File: src/rtl/window_sequencer.sv
// Pops one feature-map row from the buffer FIFO and presents stride-1
// sliding windows of kernel_size pixels to the PE row over valid/ready.
// Ports: clk/rst (async, active-high); start, kernel_size, row_len (row request);
//   fifo_rd_en, fifo_rdata, fifo_empty (FIFO read side, 1-cycle read latency);
//   win_valid, win_ready, win_data, win_last (window stream to the PE row);
//   busy, done, err (status).
module window_sequencer #(
  parameter int DATA_WIDTH = 16,
  parameter int MAX_K      = 4
) (
  input  logic                        clk,
  input  logic                        rst,
  input  logic                        start,
  input  logic [7:0]                  kernel_size,
  input  logic [7:0]                  row_len,
  output logic                        fifo_rd_en,
  input  logic [DATA_WIDTH-1:0]       fifo_rdata,
  input  logic                        fifo_empty,
  output logic                        win_valid,
  input  logic                        win_ready,
  output logic [MAX_K*DATA_WIDTH-1:0] win_data,
  output logic                        win_last,
  output logic                        busy,
  output logic                        done,
  output logic                        err
);

  localparam logic [7:0] KMAX = 8'(MAX_K);

  typedef enum logic [1:0] {
    IDLE,
    FILL,
    STREAM
  } state_t;

  state_t state, state_nx;

  logic [7:0] k_r;
  logic [7:0] l_r;
  logic [7:0] rd_cnt;
  logic [7:0] fill_cnt;
  logic [7:0] win_cnt;
  logic       pend;
  logic       start_ok;
  logic       xfer;
  logic       last_xfer;

  logic [DATA_WIDTH-1:0] sh    [MAX_K];
  logic [DATA_WIDTH-1:0] sh_nx [MAX_K];

  assign start_ok  = start && (kernel_size != 8'd0) &&
                     (kernel_size <= KMAX) && (kernel_size <= row_len);
  assign xfer      = win_valid && win_ready;
  assign last_xfer = xfer && (win_cnt == 8'd1);
  // win_cnt only moves on a transfer, so this stays stable while held
  assign win_last  = win_valid && (win_cnt == 8'd1);
  assign busy      = (state != IDLE);

  // Shift the returned pixel in at lane k-1; lanes at or above k read 0
  always_comb begin
    for (int i = 0; i < MAX_K; i++) begin
      sh_nx[i] = '0;
      if (i + 1 < int'(k_r)) begin
        sh_nx[i] = sh[(i + 1) % MAX_K];
      end else if (i + 1 == int'(k_r)) begin
        sh_nx[i] = fifo_rdata;
      end
    end
  end

  always_ff @(posedge clk or posedge rst) begin
    if (rst) begin
      state <= IDLE;
    end else begin
      state <= state_nx;
    end
  end

  always_comb begin
    state_nx   = state;
    fifo_rd_en = 1'b0;
    unique case (state)
      IDLE: begin
        if (start_ok) begin
          state_nx = (kernel_size == 8'd1) ? STREAM : FILL;
        end
      end
      FILL: begin
        fifo_rd_en = !fifo_empty && !pend &&
                     (rd_cnt < k_r - 8'd1);
        if (pend && fill_cnt == 8'd1) begin
          state_nx = STREAM;
        end
      end
      STREAM: begin
        // a new read only once the held window leaves this cycle
        fifo_rd_en = !fifo_empty && !pend &&
                     (!win_valid || win_ready) &&
                     (rd_cnt < l_r);
        if (last_xfer) begin
          state_nx = IDLE;
        end
      end
      default: state_nx = IDLE;
    endcase
  end

  always_ff @(posedge clk or posedge rst) begin
    if (rst) begin
      k_r       <= '0;
      l_r       <= '0;
      rd_cnt    <= '0;
      fill_cnt  <= '0;
      win_cnt   <= '0;
      pend      <= 1'b0;
      win_valid <= 1'b0;
      win_data  <= '0;
      done      <= 1'b0;
      err       <= 1'b0;
      for (int i = 0; i < MAX_K; i++) begin
        sh[i] <= '0;
      end
    end else begin
      pend <= fifo_rd_en;
      done <= last_xfer;
      err  <= (state == IDLE) && start && !start_ok;
      if (fifo_rd_en) begin
        rd_cnt <= rd_cnt + 8'd1;
      end
      if (state == IDLE && start_ok) begin
        k_r      <= kernel_size;
        l_r      <= row_len;
        rd_cnt   <= '0;
        fill_cnt <= kernel_size - 8'd1;
        win_cnt  <= row_len - kernel_size + 8'd1;
        for (int i = 0; i < MAX_K; i++) begin
          sh[i] <= '0;
        end
      end
      if (xfer) begin
        win_valid <= 1'b0;
        win_cnt   <= win_cnt - 8'd1;
      end
      if (pend) begin
        for (int i = 0; i < MAX_K; i++) begin
          sh[i] <= sh_nx[i];
        end
        if (state == FILL) begin
          fill_cnt <= fill_cnt - 8'd1;
        end else begin
          for (int i = 0; i < MAX_K; i++) begin
            win_data[i*DATA_WIDTH +: DATA_WIDTH] <= sh_nx[i];
          end
          win_valid <= 1'b1;
        end
      end
    end
  end

endmodule

File: config.mk
export PLATFORM = sky130hd
export DESIGN_NAME = window_sequencer
export DESIGN_NICKNAME = d
export VERILOG_FILES = /design/src/rtl/window_sequencer.sv
export SDC_FILE = /design/constraint.sdc
export NUM_CORES = 1
export LEC_CHECK = 0
export ABC_CLOCK_PERIOD_IN_PS = 8320
export CAP_MARGIN = 20
export CORE_MARGIN = 5
export CORE_UTILIZATION = 55
export CTS_BUF_LIST = sky130_fd_sc_hd__clkbuf_8
export CTS_CLUSTER_DIAMETER = 100
export DETAILED_ROUTE_END_ITERATION = 6
export GPL_ROUTABILITY_DRIVEN = 1
export PLACE_DENSITY = 0.79
export SLEW_MARGIN = 10
export SYNTH_ARGS = -nofsm -noshare
export SYNTH_HDL_FRONTEND = slang
export SYNTH_SLANG_ARGS = --single-unit
File: constraint.sdc
create_clock -name clk -period 8.32 [get_ports clk]
set_clock_uncertainty 0.05 [all_clocks]
set_input_delay 1.664 -clock clk [delete_from_list [all_inputs] [get_ports clk]]
set_output_delay 1.664 -clock clk [all_outputs]
set_load 0.02 [all_outputs]
==> impl_metrics.csv <==
group,metric,value,unit
logic_synthesis,async_reset_ff_share,100,%
clock_tree,post_cts_buffers,0,
logic_synthesis,synth-edff-count,0,
sta,finalSetupViolCount,0,
clock_tree,cts_resized,0,
detailed_routing,drc,0,
logic_synthesis,synth_cells,881,
finish,fillers,1336,
floorplanning,dieArea,0.0190,mm²
finish,drive_above_1_share,10.4,%
clock_tree,cts_sinks,174,
global_route,grt_pass1_wl,36800,µm
sta,hold_viol_final,0,
logic_synthesis,yosysTopAreaCellShare,48.4,%
sta,tightest_slew,0.982,ns
clock_tree,path_clk_slew,0.09,ns
worst_setup_path,cp-startpoint,"win_ready",
detailed_routing,drt_wl_total,22700,µm
logic_synthesis,syn-cell-area,0.00900,mm²
detailed_routing,wl_per_cell,19.1,µm
detailed_routing,first_iter_violations,503,
logic_synthesis,synth.area.top_cells,"dfrtp_1, ha_1, o21ai_0",
finish,fin_cells,1190,
global_route,grt_pass1_vias,7111,
worst_setup_path,critical_path_arrival,3.63,ns
global_route,gr-total-overflow,0,
sta,fin_crit_sh,64.3,%
sta,slew_violations,0,
floorplanning,die_height,138,µm
logic_synthesis,syn-num-nets,970,
finish,post-route-util,66.3,%
clock_tree,cts_tree,"built",
clock_tree,cts-root-buf,"clkbuf_8",
sta,hold_slack,0.433,ns
floorplanning,fp-row-count,46,
sta,rsz0062_at_grt,"false",
worst_setup_path,r2r_start,"k_r[2]",
global_route,antenna_found_initial,0,
flow_run,drv_cap,0,
logic_synthesis,synthDistinctLibCells,70,
clock_tree,ctsLongestPathBuffers,2,
placement,port_buffers,106,
sta,layout_min_cycle_time,5.35,ns
placement,gp_congestion,0.942,
placement,dp_cells,1157,
floorplanning,start_util,56.3,%
detailed_routing,via_per_inst,6.12,
clock_tree,htreeDepth,4,
logic_synthesis,ys.warnings.count,0,
global_route,grt_util_all_layers,24.7,%
power,p_leak,4.73,nW
detailed_routing,firstDrtPassIters,5,
run_status,status,"finished clean",
worst_setup_path,endpoint,"fifo_rd_en",
sta,slew_headroom,34.3,%
logic_synthesis,ys_top_cells_by_count,"dfrtp_1, nand2_1, o21ai_0, ha_1, inv_1",
worst_setup_path,worstPathRequired,6.61,ns
power,vdd_ir_drop_max,172,µV
placement,dp_hpwl,15700,µm
floorplanning,core,0.0160,mm²
worst_setup_path,ff2ff_setup_slack,5.03,ns
worst_setup_path,ff2ff_path_depth,10,
worst_setup_path,crit_type,"input pin to output port",
finish,antenna_cells,0,
sta,max_freq,187,MHz
worst_setup_path,crit_path_start_kind,"input pin",
worst_hold_path,hold_class,"register to register",
worst_setup_path,cp-end-kind,"output port",
clock_tree,hold_buffers,0,
logic_synthesis,post_synth.cell_area_avg,10.2,µm²
logic_synthesis,yosys.area.top_type,"dfrtp_1",
logic_synthesis,ys.flop_type,"dfrtp_1",
power,p_per_area,327,mW/mm²
worst_setup_path,r2r_end,"rd_cnt[7]",
sta,fin_setup_tns,0,ns
clock_tree,insertion_delay,0.46,ns
logic_synthesis,yosysSeqAreaShare,48.4,%
clock_tree,numCtsBuffers,17,
logic_synthesis,synth_most_common_cell,"dfrtp_1",
detailed_routing,antenna_left,0,
detailed_routing,num_vias,7278,
worst_setup_path,crit_fanout,4,
floorplanning,ioPinCount,107,
logic_synthesis,ys_seq_elements,174,
global_route,grt_max_degree,109,
finish,synthToLayoutAreaGrowth,17.9,%
floorplanning,die_w,138,µm
finish,fin_nets,1050,
[worst max-delay path, stage by stage]
cell             delay, ns
clkdlybuf4s50_1       0.51
nand2b_1              0.23
and4b_1               0.32
o211ai_1              0.16
nand2_1               0.13
clkdlybuf4s50_1       0.61
[flip-flops by register name, summed over array words and instances, names as in the netlist]
| signal | cells |
|---|---|
| sh | 64 |
| win_data | 64 |
| fill_cnt | 8 |
| k_r | 8 |
| l_r | 8 |
| rd_cnt | 8 |
| win_cnt | 8 |
| state | 2 |
| done | 1 |
| err | 1 |
| pend | 1 |
| win_valid | 1 |
[routing by layer]
metal	GRT usage (%)	share of wire [%]	vias to the layer above
met4	8.84	2.3	0
met1	33.9	44	3588
met3	4.14	5.6	48
li1	-	-	3382
met5	0	0	-
met2	39.9	48	260
[cell type report]
cell class	instances	area, µm²	share of cell area (%)
Multi-Input combinational cell	609	4270	40.3
Tap cell	216	270	2.55
Inverter	45	174	1.64
Clock inverter	13	139	1.31
Timing Repair Buffer	114	1140	10.8
Sequential cell	174	4350	41.0
Clock buffer	19	262	2.46
[cell families (layout without fill, tap and decap cells)]
| logic type | Yosys count | after routing | share of synthesized area [%] |
|---|---|---|---|
| buf+inv | 98 | 191 | 4.43 |
| xor+xnor | 14 | 14 | 1.36 |
| flops | 174 | 174 | 48.4 |
| compound gates | 278 | 278 | 21.6 |
| fa+ha+maj | 52 | 52 | 7.39 |
| simple gates | 239 | 239 | 13.7 |
| mux | 26 | 26 | 3.20 |
[power by group]
| part | internal, mW | switching [mW] |
|---|---|---|
| sequential | 1.16 | 0.214 |
| clock | 0.285 | 0.314 |
| combinational | 0.676 | 0.823 |
| total | 2.12 | 1.35 |
[through the flow]
step | area (µm²) | setup slack (ns) | total power [mW]
after CTS | 10600 | 2.98 | 3.48
after floorplan | 9000 | 1.89 | 2.30
after global placement | 10200 | 3.01 | 2.83
after global routing | 10600 | 2.86 | 3.70
final | 10600 | 2.97 | 3.47
after detailed placement | 10200 | 2.98 | 2.88
[cell usage in the layout (no fill, tap or decap), drive strengths merged, types with 15 or more instances in the layout]
master / n
a22o: 38
ha: 50
nand3: 24
and3: 22
a21oi: 36
nor2: 25
o21ai: 77
o2bb2ai: 27
inv: 51
clkbuf: 19
and2: 22
a22oi: 16
clkdlybuf4s50: 106
nand2: 91
mux2: 22
o22ai: 18
nor3: 15
dfrtp: 174
[how the worst min path moves through the flow]
| stage | cells after the start | from | slack, ns | endpoint |
|---|---|---|---|---|
| 6_report | 2 | win_data[37] | 0.43 | win_data[37] |
| 3_3_place_gp | 2 | win_data[37] | 0.41 | win_data[37] |
| 2_1_floorplan | 1 | sh[0] | 0.41 | sh[0] |
| 3_5_place_dp | 2 | win_data[37] | 0.42 | win_data[37] |
| 5_1_grt | 2 | win_data[37] | 0.46 | win_data[37] |
| 4_1_cts | 2 | win_data[37] | 0.44 | win_data[37] |
No activity file was read; power rests on OpenSTA's default activity.
